--- src/rtl/jtkunio_dwnld_pkg.sv ---
// Shared definitions for the Kunio ROM download router: ROM image layout,
// region codes, FSM encoding and the buffered entry format.
package jtkunio_dwnld_pkg;

  // ioctl byte offsets of each ROM section; the MRA generator uses the same values
  localparam logic [24:0] DEF_SND_START  = 25'h10000;
  localparam logic [24:0] DEF_PCM_START  = 25'h18000;
  localparam logic [24:0] DEF_CHAR_START = 25'h38000;
  localparam logic [24:0] DEF_SCR_START  = 25'h40000;
  localparam logic [24:0] DEF_OBJ_START  = 25'h60000;
  localparam logic [24:0] DEF_MCU_START  = 25'hA0000;
  localparam logic [24:0] DEF_ROM_END    = 25'hA0800;

  typedef enum logic [2:0] {
    BA0  = 3'd0,
    BA1  = 3'd1,
    BA2  = 3'd2,
    BA3  = 3'd3,
    MCU  = 3'd4,
    NONE = 3'd5
  } region_e;

  typedef enum logic [1:0] {
    IDLE = 2'd0,
    SDWR = 2'd1,
    PROM = 2'd2,
    GAP  = 2'd3
  } state_e;

  typedef struct packed {
    region_e     region;
    logic [1:0]  ba;
    logic [21:0] word;
    logic [1:0]  mask;
    logic [7:0]  data;
  } entry_t;

endpackage

--- src/rtl/jtkunio_dwnld_if.sv ---
// Download-side bus: ioctl byte stream in, SDRAM programming port and
// MCU PROM strobe out, plus status flags.
interface jtkunio_dwnld_if;
  logic        downloading;
  logic [24:0] ioctl_addr;
  logic [7:0]  ioctl_dout;
  logic        ioctl_wr;
  logic [21:0] prog_addr;
  logic [15:0] prog_data;
  logic [1:0]  prog_mask;
  logic [1:0]  prog_ba;
  logic        prog_we;
  logic        prog_ack;
  logic        prom_we;
  logic        dwnld_busy;
  logic        ovf;

  modport master (
    output downloading, ioctl_addr, ioctl_dout, ioctl_wr, prog_ack,
    input  prog_addr, prog_data, prog_mask, prog_ba, prog_we, prom_we,
           dwnld_busy, ovf
  );

  modport slave (
    input  downloading, ioctl_addr, ioctl_dout, ioctl_wr, prog_ack,
    output prog_addr, prog_data, prog_mask, prog_ba, prog_we, prom_we,
           dwnld_busy, ovf
  );
endinterface

--- src/rtl/jtkunio_dwnld_dec.sv ---
// Combinational ROM region decoder: ioctl byte address to region, SDRAM
// bank, word address (or PROM address for the MCU) and byte-lane mask.
module jtkunio_dwnld_dec
  import jtkunio_dwnld_pkg::*;
#(
  parameter logic [24:0] SND_START  = DEF_SND_START,
  parameter logic [24:0] PCM_START  = DEF_PCM_START,
  parameter logic [24:0] CHAR_START = DEF_CHAR_START,
  parameter logic [24:0] OBJ_START  = DEF_OBJ_START,
  parameter logic [24:0] MCU_START  = DEF_MCU_START,
  parameter logic [24:0] ROM_END    = DEF_ROM_END
) (
  input  logic [24:0] addr_i,
  output region_e     region_o,
  output logic [1:0]  ba_o,
  output logic [21:0] word_o,
  output logic [1:0]  mask_o
);

  // Byte offset inside the region; no region is larger than 23 bits
  logic [22:0] off;

  always_comb begin
    region_o = NONE;
    ba_o     = 2'd0;
    off      = 23'd0;
    word_o   = 22'd0;
    // main and sound ROMs sit back to back in bank 0
    if (addr_i < SND_START) begin
      region_o = BA0;
      off      = addr_i[22:0];
    end else if (addr_i < PCM_START) begin
      region_o = BA0;
      off      = addr_i[22:0];
    end else if (addr_i < CHAR_START) begin
      region_o = BA1;
      ba_o     = 2'd1;
      off      = 23'(addr_i - PCM_START);
    end else if (addr_i < OBJ_START) begin
      region_o = BA2;
      ba_o     = 2'd2;
      off      = 23'(addr_i - CHAR_START);
    end else if (addr_i < MCU_START) begin
      region_o = BA3;
      ba_o     = 2'd3;
      off      = 23'(addr_i - OBJ_START);
    end else if (addr_i < ROM_END) begin
      region_o = MCU;
      off      = 23'(addr_i - MCU_START);
    end

    if (region_o == MCU) begin
      word_o = {11'd0, off[10:0]};
    end else if (region_o != NONE) begin
      word_o = off[22:1];
    end
  end

  // A mask bit set means that byte lane is left untouched
  assign mask_o = addr_i[0] ? 2'b01 : 2'b10;

endmodule

--- src/rtl/jtkunio_dwnld.sv ---
// Kunio download router: buffers one ioctl byte, issues it as an SDRAM
// write held until acknowledged, or as a one-cycle MCU PROM strobe.
module jtkunio_dwnld
  import jtkunio_dwnld_pkg::*;
#(
  parameter logic [24:0] SND_START  = DEF_SND_START,
  parameter logic [24:0] PCM_START  = DEF_PCM_START,
  parameter logic [24:0] CHAR_START = DEF_CHAR_START,
  parameter logic [24:0] OBJ_START  = DEF_OBJ_START,
  parameter logic [24:0] MCU_START  = DEF_MCU_START,
  parameter logic [24:0] ROM_END    = DEF_ROM_END
) (
  input  logic           clk,
  input  logic           rst,
  jtkunio_dwnld_if.slave dl
);

  region_e     dec_region;
  logic [1:0]  dec_ba;
  logic [21:0] dec_word;
  logic [1:0]  dec_mask;

  jtkunio_dwnld_dec #(
    .SND_START  (SND_START),
    .PCM_START  (PCM_START),
    .CHAR_START (CHAR_START),
    .OBJ_START  (OBJ_START),
    .MCU_START  (MCU_START),
    .ROM_END    (ROM_END)
  ) u_dec (
    .addr_i   (dl.ioctl_addr),
    .region_o (dec_region),
    .ba_o     (dec_ba),
    .word_o   (dec_word),
    .mask_o   (dec_mask)
  );

  state_e      state_q, state_d;
  entry_t      buf_q, buf_d;
  logic        buf_valid_q, buf_valid_d;
  logic        ovf_q, ovf_d;
  logic [21:0] prog_addr_q, prog_addr_d;
  logic [15:0] prog_data_q, prog_data_d;
  logic [1:0]  prog_mask_q, prog_mask_d;
  logic [1:0]  prog_ba_q, prog_ba_d;
  logic        prog_we_q, prog_we_d;
  logic        prom_we_q, prom_we_d;
  logic        release_buf;
  logic        accept;
  logic [15:0] lane_data;

  // The buffered byte is replicated on both lanes; the mask selects one
  for (genvar gi = 0; gi < 2; gi++) begin : g_lane
    assign lane_data[gi*8 +: 8] = buf_q.data;
  end

  always_comb begin
    state_d     = state_q;
    prog_addr_d = prog_addr_q;
    prog_data_d = prog_data_q;
    prog_mask_d = prog_mask_q;
    prog_ba_d   = prog_ba_q;
    prog_we_d   = prog_we_q;
    prom_we_d   = 1'b0;
    release_buf = 1'b0;
    case (state_q)
      IDLE: begin
        if (buf_valid_q) begin
          release_buf = 1'b1;
          prog_addr_d = buf_q.word;
          prog_data_d = lane_data;
          if (buf_q.region == MCU) begin
            state_d   = PROM;
            prom_we_d = 1'b1;
          end else begin
            state_d     = SDWR;
            prog_we_d   = 1'b1;
            prog_ba_d   = buf_q.ba;
            prog_mask_d = buf_q.mask;
          end
        end
      end
      SDWR: begin
        if (dl.prog_ack) begin
          state_d   = GAP;
          prog_we_d = 1'b0;
        end
      end
      PROM:    state_d = GAP;
      GAP:     state_d = IDLE;
      default: state_d = IDLE;
    endcase
  end

  // A slot freed by an issue this cycle can take the incoming byte
  always_comb begin
    accept      = dl.downloading & dl.ioctl_wr & (dec_region != NONE);
    buf_valid_d = buf_valid_q & ~release_buf;
    buf_d       = buf_q;
    ovf_d       = ovf_q;
    if (accept) begin
      if (buf_valid_d) begin
        ovf_d = 1'b1;
      end else begin
        buf_valid_d = 1'b1;
        buf_d       = '{region: dec_region, ba: dec_ba, word: dec_word,
                        mask: dec_mask, data: dl.ioctl_dout};
      end
    end
  end

  always_ff @(posedge clk or posedge rst) begin
    if (rst) begin
      state_q     <= IDLE;
      buf_q       <= '0;
      buf_valid_q <= 1'b0;
      ovf_q       <= 1'b0;
      prog_addr_q <= 22'd0;
      prog_data_q <= 16'd0;
      prog_mask_q <= 2'd0;
      prog_ba_q   <= 2'd0;
      prog_we_q   <= 1'b0;
      prom_we_q   <= 1'b0;
    end else begin
      state_q     <= state_d;
      buf_q       <= buf_d;
      buf_valid_q <= buf_valid_d;
      ovf_q       <= ovf_d;
      prog_addr_q <= prog_addr_d;
      prog_data_q <= prog_data_d;
      prog_mask_q <= prog_mask_d;
      prog_ba_q   <= prog_ba_d;
      prog_we_q   <= prog_we_d;
      prom_we_q   <= prom_we_d;
    end
  end

  assign dl.prog_addr  = prog_addr_q;
  assign dl.prog_data  = prog_data_q;
  assign dl.prog_mask  = prog_mask_q;
  assign dl.prog_ba    = prog_ba_q;
  assign dl.prog_we    = prog_we_q;
  assign dl.prom_we    = prom_we_q;
  assign dl.ovf        = ovf_q;
  assign dl.dwnld_busy = dl.downloading | buf_valid_q | (state_q != IDLE);

endmodule

--- src/flat_wrapper.sv ---
// flat-port wrapper written by rule: the top's interface ports become plain ports
module jtkunio_dwnld_flat import jtkunio_dwnld_pkg::*;
#(
  parameter logic [24:0] SND_START  = DEF_SND_START,
  parameter logic [24:0] PCM_START  = DEF_PCM_START,
  parameter logic [24:0] CHAR_START = DEF_CHAR_START,
  parameter logic [24:0] OBJ_START  = DEF_OBJ_START,
  parameter logic [24:0] MCU_START  = DEF_MCU_START,
  parameter logic [24:0] ROM_END    = DEF_ROM_END
)
  (clk, rst, dl_downloading, dl_ioctl_addr, dl_ioctl_dout, dl_ioctl_wr, dl_prog_ack, dl_prog_addr, dl_prog_data, dl_prog_mask, dl_prog_ba, dl_prog_we, dl_prom_we, dl_dwnld_busy, dl_ovf);
  jtkunio_dwnld_if dl_i ();
  input  logic clk;
  input  logic rst;
  input wire logic [$bits(dl_i.downloading)-1:0] dl_downloading;
  input wire logic [$bits(dl_i.ioctl_addr)-1:0] dl_ioctl_addr;
  input wire logic [$bits(dl_i.ioctl_dout)-1:0] dl_ioctl_dout;
  input wire logic [$bits(dl_i.ioctl_wr)-1:0] dl_ioctl_wr;
  input wire logic [$bits(dl_i.prog_ack)-1:0] dl_prog_ack;
  output wire logic [$bits(dl_i.prog_addr)-1:0] dl_prog_addr;
  output wire logic [$bits(dl_i.prog_data)-1:0] dl_prog_data;
  output wire logic [$bits(dl_i.prog_mask)-1:0] dl_prog_mask;
  output wire logic [$bits(dl_i.prog_ba)-1:0] dl_prog_ba;
  output wire logic [$bits(dl_i.prog_we)-1:0] dl_prog_we;
  output wire logic [$bits(dl_i.prom_we)-1:0] dl_prom_we;
  output wire logic [$bits(dl_i.dwnld_busy)-1:0] dl_dwnld_busy;
  output wire logic [$bits(dl_i.ovf)-1:0] dl_ovf;
  assign dl_i.downloading = dl_downloading;
  assign dl_i.ioctl_addr = dl_ioctl_addr;
  assign dl_i.ioctl_dout = dl_ioctl_dout;
  assign dl_i.ioctl_wr = dl_ioctl_wr;
  assign dl_i.prog_ack = dl_prog_ack;
  assign dl_prog_addr = dl_i.prog_addr;
  assign dl_prog_data = dl_i.prog_data;
  assign dl_prog_mask = dl_i.prog_mask;
  assign dl_prog_ba = dl_i.prog_ba;
  assign dl_prog_we = dl_i.prog_we;
  assign dl_prom_we = dl_i.prom_we;
  assign dl_dwnld_busy = dl_i.dwnld_busy;
  assign dl_ovf = dl_i.ovf;
  jtkunio_dwnld #(.SND_START(SND_START), .PCM_START(PCM_START), .CHAR_START(CHAR_START), .OBJ_START(OBJ_START), .MCU_START(MCU_START), .ROM_END(ROM_END)) u_core (.clk(clk), .rst(rst), .dl(dl_i));
endmodule
--- config.mk ---
export PLATFORM = sky130hd
export DESIGN_NAME = jtkunio_dwnld_flat
export DESIGN_NICKNAME = d
export VERILOG_FILES = /design/src/rtl/jtkunio_dwnld_pkg.sv /design/src/rtl/jtkunio_dwnld_if.sv /design/src/rtl/jtkunio_dwnld_dec.sv /design/src/rtl/jtkunio_dwnld.sv /design/src/flat_wrapper.sv
export SDC_FILE = /design/constraint.sdc
export NUM_CORES = 1
export LEC_CHECK = 0
export CAP_MARGIN = 10
export CORE_MARGIN = 2
export CORE_UTILIZATION = 54
export CTS_CLUSTER_DIAMETER = 120
export DETAILED_ROUTE_END_ITERATION = 10
export GPL_TIMING_DRIVEN = 0
export PLACE_DENSITY = 0.93
export RECOVER_POWER = 25
export SETUP_SLACK_MARGIN = 0.2
export SKIP_LAST_GASP = 1
export SYNTH_ARGS = -nofsm -noshare
export SYNTH_HDL_FRONTEND = slang
export SYNTH_SLANG_ARGS = --single-unit
--- constraint.sdc ---
create_clock -name clk -period 5.9 [get_ports clk]
set_input_delay 0.885 -clock clk [delete_from_list [all_inputs] [get_ports clk]]
set_output_delay 0.885 -clock clk [all_outputs]
set_load 0.02 [all_outputs]
* Yosys cells after proc, flatten, opt, wreduce, memory -nomap -nowiden
Cells that the tools add are included.
W data, S select, Z words.
** Operators by class
- $add $sub $neg :: 4
- Reductions and logical operators :: 9
- Multiplexer cells :: 34
- Eq/ne operators :: 9
- $lt $le $gt $ge :: 6
- Bitwise operators :: 8
** Operators with widths (count)
- $mux W23 :: 6
- $lt A25 B17 Y1 const B :: 2
- $lt A25 B20 Y1 const B :: 2
- $mux W22 :: 2
- $lt A25 B18 Y1 const B :: 1
- $lt A25 B19 Y1 const B :: 1
- $sub A23 B17 Y23 const B :: 1
- $sub A23 B18 Y23 const B :: 1
- $sub A23 B19 Y23 const B :: 1
- $sub A23 B20 Y23 const B :: 1
- $mux W2 :: 9
- $mux W3 :: 5
- $mux W1 :: 10
- $pmux W2 S4 :: 1
- $reduce_and A2 Y1 :: 4
- $eq A3 B3 Y1 const B :: 2
- $eq A2 B2 Y1 const B :: 2
- $ne A2 B2 Y1 const B :: 2
- $reduce_and A4 Y1 :: 1
- $reduce_bool A2 Y1 :: 2
- $and A1 B1 Y1 :: 3
- $ne A3 B3 Y1 const B :: 1
- $not A1 Y1 :: 3
- $reduce_and A3 Y1 :: 1
- other kinds (5) :: 6
** Word-level totals
- Bits of input ports :: 38
- Flip-flop bits (word level) :: 85
- Logic and storage cells :: 84
- Output and inout bits :: 46

* Longest topological paths before layout
Gate-level depths: netlist (run 1).
- Word-level depth :: 10
- Gate-level depth with buffers :: 9
- Mapped depth without buffers :: 7

* Modules after synthesis
From an unflattened synthesis (run 1), not the netlist that was laid out.
** Unflattened totals
- Cells, all modules :: 294
- Area total of the unflattened synthesis :: 3718.6 um^2
** Modules (own cells, without submodules)
- jtkunio_dwnld :: instances 1, area an instance 3054.2 um^2, seq. area each 1926.8 um^2, cells an instance 195
- jtkunio_dwnld_dec :: instances 1, area an instance 664.4 um^2, seq. area each 0.0 um^2, cells an instance 99

* Worst setup path before layout (run 1)
No wires, ideal clock.
- Kind :: input to register
- From :: input dl_ioctl_addr[17]
- To :: register u_core.buf_q[12] in the netlist's numbering
- Setup time :: 77 ps
- Cell stages on the path :: 8
- Buffers on the path :: 1
- Required time :: 5823 ps
- Arrival :: 2533 ps
- Path slack :: 3291 ps
- Path through :: inv_1 > ha_1 > or4b_2 > o2bb2ai_1 > and2_1 > buf_4 > a22oi_1 > o21ai_1
** Between the ends
- Longest elaborated chain between the ends :: 10
- Elaborated cells on any way between the ends :: 24
- Classes of those cells :: order compare (6); eq/ne (2); mux (14); bitwise (1); reduce/logical (1)
** RTL lines
- from (decl) :: RTL line flat_wrapper.sv:16 : input wire logic [$bits(dl_i.ioctl_addr)-1:0] dl_ioctl_addr;
- $lt A25 B20 Y1 :: RTL line jtkunio_dwnld_dec.sv:47 : end else if (addr_i < ROM_END) begin
- $mux W1 :: RTL line jtkunio_dwnld_dec.sv:47
- $mux W3 :: RTL line jtkunio_dwnld_dec.sv:43 : end else if (addr_i < MCU_START) begin
- $mux W3 :: RTL line jtkunio_dwnld_dec.sv:39 : end else if (addr_i < OBJ_START) begin
- $mux W3 :: RTL line jtkunio_dwnld_dec.sv:35 : end else if (addr_i < CHAR_START) begin
- $mux W3 :: RTL line jtkunio_dwnld_dec.sv:32 : end else if (addr_i < PCM_START) begin
- $mux W3 :: RTL line jtkunio_dwnld_dec.sv:29 : if (addr_i < SND_START) begin
- $ne A3 B3 Y1 :: RTL line jtkunio_dwnld_dec.sv:54, jtkunio_dwnld.sv:97
- $mux W22 / $and A1 B1 Y1 (equally long branches) :: RTL line jtkunio_dwnld_dec.sv:54, jtkunio_dwnld.sv:97
- $mux W22 / $reduce_and A2 Y1 (equally long branches)
- to (signal assigned) :: RTL line jtkunio_dwnld.sv:126 : buf_q <= buf_d;
- to (decl) :: RTL line jtkunio_dwnld.sv:39 : entry_t buf_q, buf_d;
Several ways; a longest one is shown, not always the timed one.
A chain may end at the register's enable or synchronous reset.

==> summary.txt, run 1 <==
Run status
  • Outcome: finished, violations left
  • Violated checks: max-capacitance violations, max-slew violations

Cells and area
  • Layout cells sized above 1: 22.1%
  • Final nets: 432
  • Fillers: 431
  • Antenna diode count: 0
  • Non-filler cells, final: 467
  • Area delta synth->final: 31.8%
  • Multi-input gate area: 1480 sq um
  • FF/Latch Area: 1900 sq um

Logic synthesis
  • Post-synth top cells: dfrtp_1 (76), mux2_2 (33), nand2_1 (32), o21ai_1 (19), a22oi_1 (11)
  • Seq/Total Area, Yosys: 53.6%
  • Cell Area, Synth: 3550 sq um
  • Cells after synthesis: 293
  • Cell taking the most area after synthesis: dfrtp_1
  • Synth Flop Type: dfrtp_1
  • Synth cell types: 46
  • Ys async rst share: 100%
  • Most frequent cell after synthesis: dfrtp_1
  • #FFs+latches synth: 76
  • Post-Syn Nets: 339
  • Synth area leaders: dfrtp_1 (54%), mux2_2 (10%), mux2_4 (4.2%)
  • Top-area cell type share of the netlist area: 53.6%
  • Mean post-synth cell area: 12.1 sq um
  • Post-synth EDFFs: 0
  • Yosys warnings: 0

STA
  • Max Clock Freq: 302 MHz
  • Tcrit/Tclk final: 56.1%
  • Worst Skew: 0.00622 ns
  • Slew Limit Fails: 77
  • RSZ-0062 raised after global routing: false
  • Max_slew headroom: -112%
  • Worst slew pin tran: 3.16 ns
  • Fin crit period: 3.31 ns
  • Final setup vio count: 0
  • Final hold violations: 0
  • TNS Setup: 0 ns

Drt
  • Post-DR vias/cell: 5.61
  • Pre-antenna DRT Iters: 5
  • Wirelength, routed: 7760 um
  • Vias: 2,622
  • WL/cell: 16.6 um
  • DR iter-0 viols: 152
  • DRC: 0
  • Routed Antenna Nets: 0

Global routing
  • Initial antenna violation count: 0
  • Overall routing resource usage: 22.5%
  • Maximum number of pins on one net before global-route repair: 77
  • Global-route wire length before repair: 12,600 um
  • Via count of the first global-routing pass: 2,664
  • Global route overflow: 0

Floorplan
  • Core box area: 6350 sq um
  • Die X-Extent: 85.1 um
  • Die area: 7240 sq um
  • Std cell rows: 29
  • I/O pins: 84
  • Initial core utilization: 55.9%
  • Die Y: 85.1 um

Worst setup path
  • Depth of the most critical reg-to-reg path: 5
  • Crit-path max cell delay: 1.78 ns
  • Crit. End Element: asynchronous set/reset pin
  • Worst EP required: 5.85 ns
  • CP Depth: 2
  • CP Class: input pin to asynchronous set/reset pin
  • Reg2Reg Setup Slack: 3.94 ns
  • Crit-path max FO: 76
  • Worst path arrival time: 3.26 ns
  • CP Launch Point: rst
  • CP max stage cell: clkinvlp_2
  • CP startpoint kind: input pin
  • Ordered cell list for the critical path: dlygate4sd3_1, clkinvlp_2
  • Critical path buffers and inverters: 2
  • R2r startpoint: u_core.state_q[0]$_DFFE_PP0P_
  • CP top delay family: buffers and inverters

Clock network
  • # hold bufs at CTS: 0
  • Clock Path Buffers: 2
  • Root Buffer: clkbuf_8
  • Clk pin slew, worst setup/hold paths: 0.08 ns
  • Post-CTS Setup Inserts: 0
  • Post_cts resized: 0
  • CTS tree: done
  • H-tree Lvls: 3
  • Worst-Skew Late Latency: 0.35 ns
  • TritonCTS Buffers: 9
  • CTS sink cnt: 76

Placement
  • Buffers on Ports: 82
  • Gpl congestion: 0.914
  • Placed insts: 452
  • Post-DP HPWL: 5430 um

Hold path
  • Hold Crit Start: u_core.buf_q[31]$_DFFE_PP0P_
  • Min-delay worst type: register to register
  • Hold Path Cell Cnt: 1

Flow run
  • Max-cap violations: 1

Power
  • Static Leak: 2.20 nW
  • Power per cell area: 262 nW/um^2
  • Peak VDD IR: 0.187 mV
power breakdown:
group	switching [mW]	internal (mW)	total [mW]
clock network	0.189	0.228	0.417
logic	0.111	0.124	0.235
registers	0.0207	0.554	0.575
total	0.321	0.906	1.23
cell families (layout without fill, tap and decap cells):
family / count (synthesis) / in the layout / synth area share [%]
XOR/XNOR: 2 / 2 / 0.493
AND/OR/NAND/NOR: 68 / 68 / 10.6
multiplexers: 47 / 47 / 15.8
flip-flops: 76 / 76 / 53.6
buffers and inverters: 30 / 127 / 4.90
AO/OA/AOI/OAI: 62 / 62 / 11.8
adder cells (fa/ha/maj): 8 / 8 / 2.82
through the flow:
step           util, %  setup slack (ns)  area (sq um)  power, mW  hold slack, ns
5_1_grt           73.7              1.97          4680       1.28           0.495
3_3_place_gp      70.4              2.01          4470      0.808           0.454
2_1_floorplan        -              3.08          3550      0.725           0.442
3_5_place_dp      70.4              2.35          4470      0.821           0.465
4_1_cts           73.7              2.69          4680       1.23           0.481
6_report          73.7              2.59          4680       1.23           0.482
layout make-up:
cell class | count | share of cell area [%]
clock buffers | 12 | 3.53
multi-input cells | 187 | 31.5
inverters | 9 | 0.749
flip-flops and latches | 76 | 40.6
repair buffers | 82 | 17.5
well taps | 77 | 2.06
clock inverters | 3 | 0.963
plain buffers | 21 | 2.99
state kept, by name, summed over array words and instances (netlist names):
name	count
u_core.dl.prog_we	1
u_core.state_q	2
u_core.buf_valid_q	1
u_core.dl.ovf	1
u_core.dl.prog_ba	2
u_core.dl.prog_data	8
u_core.buf_q	36
u_core.dl.prom_we	1
u_core.dl.prog_mask	2
u_core.dl.prog_addr	22
layout by cell type (no fill, tap or decap), drive strengths merged, types with 2 or more instances in the layout:
master,instances
buf,19
nand2b,2
clkinvlp,3
a22oi,11
clkdlybuf4s50,80
inv,8
o22a,2
mux2i,4
nor2b,6
dlygate4sd3,2
nor3,4
a21o,5
nor2,8
mux2,43
a21oi,8
clkbuf,14
ha,8
o21ai,25
or4b,2
dfrtp,76
nand2,32
o221a,2
and2,2
nand3,5
xnor2,2
worst paths after layout:
path	to
worst max-delay path	u_core.buf_q[15]$_DFFE_PP0P_
worst min-delay path	u_core.buf_q[31]$_DFFE_PP0P_
worst max register to register	u_core.dl.prog_addr[14]$_DFFE_PP0P_
worst min register to register	u_core.buf_q[31]$_DFFE_PP0P_
max in group clk	u_core.buf_q[18]$_DFFE_PP0P_
min in group asynchronous	u_core.dl.prog_data[8]$_DFFE_PP0P_
per-layer routing:
metal  global-route usage (%)  up-vias  share of wire (%)
met2                     37.4       81                 51
met5                        0        -                  0
met4                     8.37        0                1.4
li1                         -     1215                  -
met1                     28.5     1313                 42
met3                     5.64       13                5.8
No activity file was read; power rests on OpenSTA's default activity.
==> inputs of run 2 (changes only) <==
Settings changed: CORE_UTILIZATION 54 to 45, PLACE_DENSITY 0.93 to 0.83.
Clock period 5.9 ns to 2.8 ns, I/O delays scaled along.
==> run 2 against run 1 <==
Compared with the run above: the run still ends with max-capacitance violations, max-slew violations left; first-iteration DRC count shrank 27%; design area grew 2.0%; non-clock buffer count grew 1; total power grew 120%; register-to-register slack lost 3.1 ns; critical path depth grew 8; combinational power grew 110%; final cell count grew 5.8%; via count shrank 2.6%; flip-flop and latch count is the same; sequential share of layout area shrank 0.81 points; count of clock-buffer cells in the layout shrank 3; critical path type is now input pin to register.
==> summary.txt, run 2 (synthesis gave the netlist of run 1 again) <==
Clock network
  • CTS tree: done
  • CTS sink cnt: 76 (unchanged)
  • Clock Path Buffers: 2 (unchanged)
  • Worst-Skew Late Latency: 0.35 ns (about the same)
  • Root Buffer: clkbuf_8
  • TritonCTS Buffers: 9 (unchanged)
  • # hold bufs at CTS: 0 (unchanged)
  • Clk pin slew, worst setup/hold paths: 0.08 ns (about the same)
  • H-tree Lvls: 3 (unchanged)
  • Post-CTS Setup Inserts: 0 (unchanged)

Global routing
  • Global route overflow: 0 (unchanged)
  • Via count of the first global-routing pass: 2,515 (-5.6%)
  • Maximum number of pins on one net before global-route repair: 77 (unchanged)
  • Overall routing resource usage: 18.5% (-4.0 points)
  • Initial antenna violation count: 0 (unchanged)
  • Global-route wire length before repair: 12,400 um (-1.7%)

STA
  • Worst slew pin tran: 1.82 ns (-1.34 ns)
  • Worst hold slack: 0.406 ns (-0.0759 ns)
  • Max_slew headroom: -21.6% (+90 points)
  • Tcrit/Tclk final: 89.9%
  • Final setup vio count: 0 (unchanged)
  • Slew Limit Fails: 77 (unchanged)
  • Worst Skew: 0.00616 ns (-0.0000544 ns)
  • Fin crit period: 2.52 ns
  • Max Clock Freq: 397 MHz
  • RSZ-0062 raised after global routing: false
  • TNS Setup: 0 ns (unchanged)
  • Final hold violations: 0 (unchanged)

Worst setup path
  • Ordered cell list for the critical path: clkdlybuf4s50_1, inv_1, ha_1, or4b_4, o311ai_4, nand4b_4, buf_6, buf_2, nand2_1, o21ai_1
  • Worst EP required: 3.02 ns (-2.83 ns)
  • Crit-path max cell delay: 0.50 ns (-1.28 ns)
  • CP top delay family: buffers and inverters
  • Crit. End Element: register
  • R2r startpoint: u_core.state_q[0]$_DFFE_PP0P_
  • Depth of the most critical reg-to-reg path: 5 (unchanged)
  • Reg2Reg Setup Slack: 0.83 ns (-3.11 ns)
  • CP Class: input pin to register
  • Reg-to-reg endpoint: u_core.dl.prog_addr[13]$_DFFE_PP0P_
  • CP max stage cell: clkdlybuf4s50_1
  • Worst path arrival time: 2.74 ns (-0.52 ns)
  • Crit-path max FO: 10 (-87%)
  • Critical Path End: u_core.buf_q[10]$_DFFE_PP0P_
  • CP Launch Point: dl_ioctl_addr[15]
  • Critical path buffers and inverters: 4 (+2)
  • CP Depth: 10 (+8)
  • CP startpoint kind: input pin

Drt
  • Wirelength, routed: 7680 um (-1.0%)
  • WL/cell: 15.5 um (-6.4%)
  • DR iter-0 viols: 111 (-27%)
  • Pre-antenna DRT Iters: 4 (-1)
  • Vias: 2,554 (-2.6%)
  • Post-DR vias/cell: 5.17 (-7.9%)
  • DRC: 0 (unchanged)
  • Routed Antenna Nets: 0 (unchanged)

Power
  • Switching share of power: 25.6% (-0.60 points)
  • Seq pwr share: 44.5% (-2.3 points)
  • Int Power: 2.03 mW (+120%)
  • Static Leak: 2.24 nW (+1.4%)
  • Peak VDD IR: 0.239 mV (+28%)
  • Clock share of power: 37.3% (+3.3 points)
  • Logic pwr share: 18.2% (-1.0 points)
  • Power per cell area: 570 nW/um^2 (+120%)
  • Psw: 0.696 mW (+120%)

Cells and area
  • Commonest non-fill, non-tap cell in the layout: clkdlybuf4s50_1
  • Most frequent cells in the layout: clkdlybuf4s50_1 (79), dfrtp_1 (76), mux2_2 (33)
  • Layout cells sized above 1: 23.2% (+1.2 points)
  • Layout Utilization: 62.1% (-12 points)
  • Largest Register: u_core.buf_q
  • Final nets: 433 (+0.23%)
  • Fillers: 649 (+51%)
  • Antenna diode count: 0 (unchanged)
  • Area delta synth->final: 34.5%
  • Largest register FFs: 36 (unchanged)

Floorplan
  • Die Y: 92.8 um (+9.1%)
  • Die X-Extent: 92.8 um (+9.1%)
  • Initial core utilization: 46.2% (-9.7 points)
  • Core box area: 7690 sq um (+21%)
  • Std cell rows: 32 (+10%)
  • I/O pins: 84 (unchanged)
  • Die area: 8620 sq um (+19%)

Placement
  • Buffers on Ports: 82 (unchanged)
  • Gpl congestion: 0.845 (-7.6%)
  • Post-DP HPWL: 5570 um (+2.6%)

Run status
  • Violated checks: max-capacitance violations, max-slew violations
  • Outcome: finished, violations left

Hold path
  • Min-delay worst type: input pin to register

Flow run
  • Max-cap violations: 1 (unchanged)
[run 2: area by class of cell]
cell class              count  area [sq um]  area share, %
plain buffers              21           140           2.94
clock buffers               9           124           2.59
clock inverters             7           123           2.57
inverters                   9          35.0          0.734
multi-input cells         187          1500           31.3
flip-flops and latches     76          1900           39.8
well taps                 102           128           2.67
repair buffers             83           827           17.3
[run 2: what timing repair did]
action,in CTS,in global routing
pin swaps,0,0
setup endpoints to repair,14,18
gates resized for setup,3,3
[run 2: through the flow]
step                std cells  setup slack (ns)  instance area, sq um  power, mW
global route              494             0.140                  4770       2.85
floorplan                 293             0.442                  3550       1.53
CTS                       494             0.201                  4790       2.76
finish                    494             0.283                  4770       2.72
detailed placement        478            -0.348                  4530       1.73
global placement          477            -0.694                  4500       1.71
[run 2: worst register-to-register path, delay by kind of cell, from the launching register on]
| kind | cells | cell delay (ns) |
|---|---|---|
| mux | 1 | 0.41 |
| fa+ha+maj | 1 | 0.27 |
| buf+inv | 2 | 0.62 |
| simple gates | 1 | 0.18 |
| flops | 1 | 0.37 |
[run 2: worst min-delay path by stage]
stage	start	endpoint	slack, ns	depth (start not counted)
after detailed placement	u_core.buf_q[32]$_DFFE_PP0P_	u_core.buf_q[32]$_DFFE_PP0P_	0.47	1
final	dl_ioctl_addr[19]	u_core.buf_q[28]$_DFFE_PP0P_	0.41	3
after global routing	dl_ioctl_addr[19]	u_core.buf_q[28]$_DFFE_PP0P_	0.43	3
after global placement	u_core.buf_q[34]$_DFFE_PP0P_	u_core.buf_q[34]$_DFFE_PP0P_	0.45	1
after floorplan	u_core.buf_q[34]$_DFFE_PP0P_	u_core.buf_q[34]$_DFFE_PP0P_	0.44	1
after CTS	dl_ioctl_addr[19]	u_core.buf_q[28]$_DFFE_PP0P_	0.39	3
[run 2: routing by layer]
layer | GRT usage (%) | wire, um | up-vias
met5 | 0 | 0 | -
met4 | 5.51 | 87 | 0
met3 | 4.15 | 391 | 9
met2 | 30.0 | 3730 | 79
met1 | 25.0 | 3470 | 1242
li1 | - | - | 1224
[run 2: power by group through the flow]
| stage | Sequential, mW | Combinational (mW) | Clock, mW |
|---|---|---|---|
| 2_1_floorplan | 1.25 | 0.274 | 0 |
| 3_3_place_gp | 1.23 | 0.483 | 0 |
| 3_5_place_dp | 1.23 | 0.503 | 0 |
| 4_1_cts | 1.21 | 0.507 | 1.04 |
| 5_1_grt | 1.22 | 0.547 | 1.09 |
| 6_report | 1.21 | 0.497 | 1.02 |
==> inputs of run 3 (changes only) <==
==> constraint.sdc (replaced) <==
create_clock -name clk -period 2.2 [get_ports clk]
set_input_delay 0.22 -clock clk [delete_from_list [all_inputs] [get_ports clk]]
set_output_delay 0.22 -clock clk [all_outputs]
set_load 0.02 [all_outputs]
==> run 3 against run 2 <==
Compared with the run above: the flow still finishes with violations (max-capacitance violations, max-slew violations); wire length up 6.9%; final cell count rose by 1.2%; via count rose by 3.0%; flip-flop and latch count did not move; critical endpoint is now u_core.buf_q[22]$_DFFE_PP0P_; largest cell class unchanged.
==> summary.txt, run 3 (synthesis gave the netlist of run 1 again) <==
Clock network
  • Clock Path Buffers: 2 (unchanged)
  • TritonCTS Buffers: 9 (unchanged)
  • Root Buffer: clkbuf_8
  • H-tree Lvls: 3 (unchanged)
  • # hold bufs at CTS: 0 (unchanged)
  • CTS sink cnt: 76 (unchanged)
  • Worst-Skew Late Latency: 0.35 ns (about the same)
  • Clk pin slew, worst setup/hold paths: 0.08 ns (about the same)
  • CTS tree: done

Worst setup path
  • Crit. End Element: register
  • CP Class: input pin to register
  • Critical path buffers and inverters: 3 (-1)
  • CP top delay family: simple AND/OR/NAND/NOR gates
  • Worst EP required: 2.42 ns (-0.60 ns)
  • CP max stage cell: or4_4
  • CP startpoint kind: input pin
  • Crit-path max FO: 10 (unchanged)
  • Crit-path max cell delay: 0.58 ns (+0.08 ns)
  • Worst path arrival time: 2.16 ns (-0.58 ns)
  • Ordered cell list for the critical path: clkdlybuf4s50_1, or4_4, nor2_4, nand4b_4, clkbuf_16, buf_6, nand2_1, o21ai_1

STA
  • Max_slew headroom: -0.322% (+21 points)
  • Worst hold slack: 0.236 ns (-0.170 ns)
  • Slew Limit Fails: 1 (-99%)
  • Max Clock Freq: 516 MHz
  • Final hold violations: 0 (unchanged)
  • Final setup vio count: 0 (unchanged)
  • Fin crit period: 1.94 ns
  • RSZ-0062 raised after global routing: true
  • Worst slew pin tran: 1.50 ns (-0.328 ns)
  • Worst Skew: 0.0120 ns (+0.00579 ns)
  • Tcrit/Tclk final: 88.1%

Floorplan
  • Die X-Extent: 92.8 um (unchanged)
  • Std cell rows: 32 (unchanged)
  • Initial core utilization: 46.2% (unchanged)
  • I/O pins: 84 (unchanged)
  • Core box area: 7690 sq um (unchanged)
  • Die area: 8620 sq um (unchanged)
  • Die Y: 92.8 um (unchanged)

Power
  • Total power: 3.32 mW (+22%)
  • Static Leak: 2.32 nW (+3.6%)
  • Power per cell area: 676 nW/um^2 (+19%)
  • Peak VDD IR: 0.284 mV (+19%)

Cells and area
  • Non-filler cells, final: 500 (+1.2%)
  • Most frequent cells in the layout: dfrtp_1 (76), clkdlybuf4s50_1 (74), mux2_2 (33)
  • Fillers: 625 (-3.7%)
  • Layout cells sized above 1: 28.6% (+5.4 points)
  • Largest Register: u_core.buf_q
  • Antenna diode count: 0 (unchanged)
  • Largest register FFs: 36 (unchanged)
  • Commonest non-fill, non-tap cell in the layout: dfrtp_1
  • Post-Layout Inst Area: 4910 sq um (+2.9%)
  • Final nets: 440 (+1.6%)
  • Area delta synth->final: 38.3%

Drt
  • DR iter-0 viols: 124 (+12%)
  • Routed Antenna Nets: 0 (unchanged)
  • Post-DR vias/cell: 5.26 (+1.7%)
  • Pre-antenna DRT Iters: 4 (unchanged)
  • WL/cell: 16.4 um (+5.6%)
  • Wirelength, routed: 8210 um (+6.9%)
  • Vias: 2,630 (+3.0%)
  • DRC: 0 (unchanged)

Global routing
  • Overall routing resource usage: 20.0% (+1.5 points)
  • Global-route wire length before repair: 13,300 um (+7.4%)
  • Global route overflow: 0 (unchanged)
  • Initial antenna violation count: 0 (unchanged)
  • Maximum number of pins on one net before global-route repair: 44 (-43%)
  • Via count of the first global-routing pass: 2,600 (+3.4%)

Hold path
  • Min-delay worst type: input pin to register

Placement
  • Gpl congestion: 0.849 (+0.41%)
  • Placed insts: 478 (unchanged)
  • Placed standard-cell area: 4520 sq um (-0.14%)
  • Post-DP HPWL: 5820 um (+4.6%)
  • Buffers on Ports: 82 (unchanged)

Flow run
  • Max-cap violations: 1 (unchanged)

Run status
  • Violated checks: max-capacitance violations, max-slew violations
  • Outcome: finished, violations left
## run 3: final cells by class
cell class / instances / area, sq um / share of cell area (%)
flip-flops and latches: 76 / 1900 / 38.7
multi-input cells: 187 / 1540 / 31.3
repair buffers: 90 / 926 / 18.8
plain buffers: 21 / 176 / 3.59
clock buffers: 12 / 165 / 3.36
well taps: 102 / 128 / 2.60
clock inverters: 3 / 43.8 / 0.891
inverters: 9 / 35.0 / 0.713
## run 3: worst register-to-register path: cells and delay by family, from the launching register on
kind | cells | cell delay (ns)
buffers and inverters | 2 | 0.54
muxes | 1 | 0.41
DFF | 1 | 0.38
and+or+nand+nor | 1 | 0.18
adders and majority gates | 1 | 0.27
## run 3: worst paths after layout
| kind | from | endpoint | slack (ns) | cells after the start |
|---|---|---|---|---|
| hold / removal | dl_ioctl_addr[19] | u_core.buf_q[28]$_DFFE_PP0P_ | 0.24 | 3 |
| setup / recovery | dl_ioctl_addr[21] | u_core.buf_q[22]$_DFFE_PP0P_ | 0.26 | 8 |
| max in group asynchronous | rst | u_core.buf_q[35]$_DFFE_PP0P_ | 0.73 | 3 |
| hold reg to reg | u_core.buf_q[31]$_DFFE_PP0P_ | u_core.buf_q[31]$_DFFE_PP0P_ | 0.48 | 1 |
| setup reg to reg | u_core.state_q[0]$_DFFE_PP0P_ | u_core.dl.prog_addr[21]$_DFFE_PP0P_ | 0.32 | 5 |
| min in group asynchronous | rst | u_core.dl.prog_data[13]$_DFFE_PP0P_ | 0.67 | 2 |
## run 3: routing by layer
metal  vias up  GRT usage, %  share of wire, %
met5         -             0                 0
met4         0          5.27               1.5
met3        10          4.72               4.4
met2        79          32.6                50
met1      1307          27.1                44
li1       1234             -                 -
## run 3: through the flow
| stage | utilization (%) | setup slack (ns) | TNS, ns |
|---|---|---|---|
| CTS | 63.1 | 0.196 | 0 |
| finish | 63.9 | 0.262 | 0 |
| global route | 63.9 | 0.200 | 0 |
| floorplan | - | 0.256 | 0 |
| global placement | 58.6 | -0.769 | -20.07 |
| detailed placement | 58.8 | -0.782 | -18.80 |
## run 3: power breakdown
part           leakage [nW]  internal [mW]  switching, mW
clock network         0.109          0.613          0.511
logic                  1.16          0.340          0.314
registers              1.05           1.49         0.0564
total                  2.32           2.44          0.882
## run 3: repair_timing
action,in CTS,in global routing
setup buffers,2,3
resized for setup,38,14
endpoints found under the setup margin,37,55
gates cloned,2,0
pin swaps,4,6
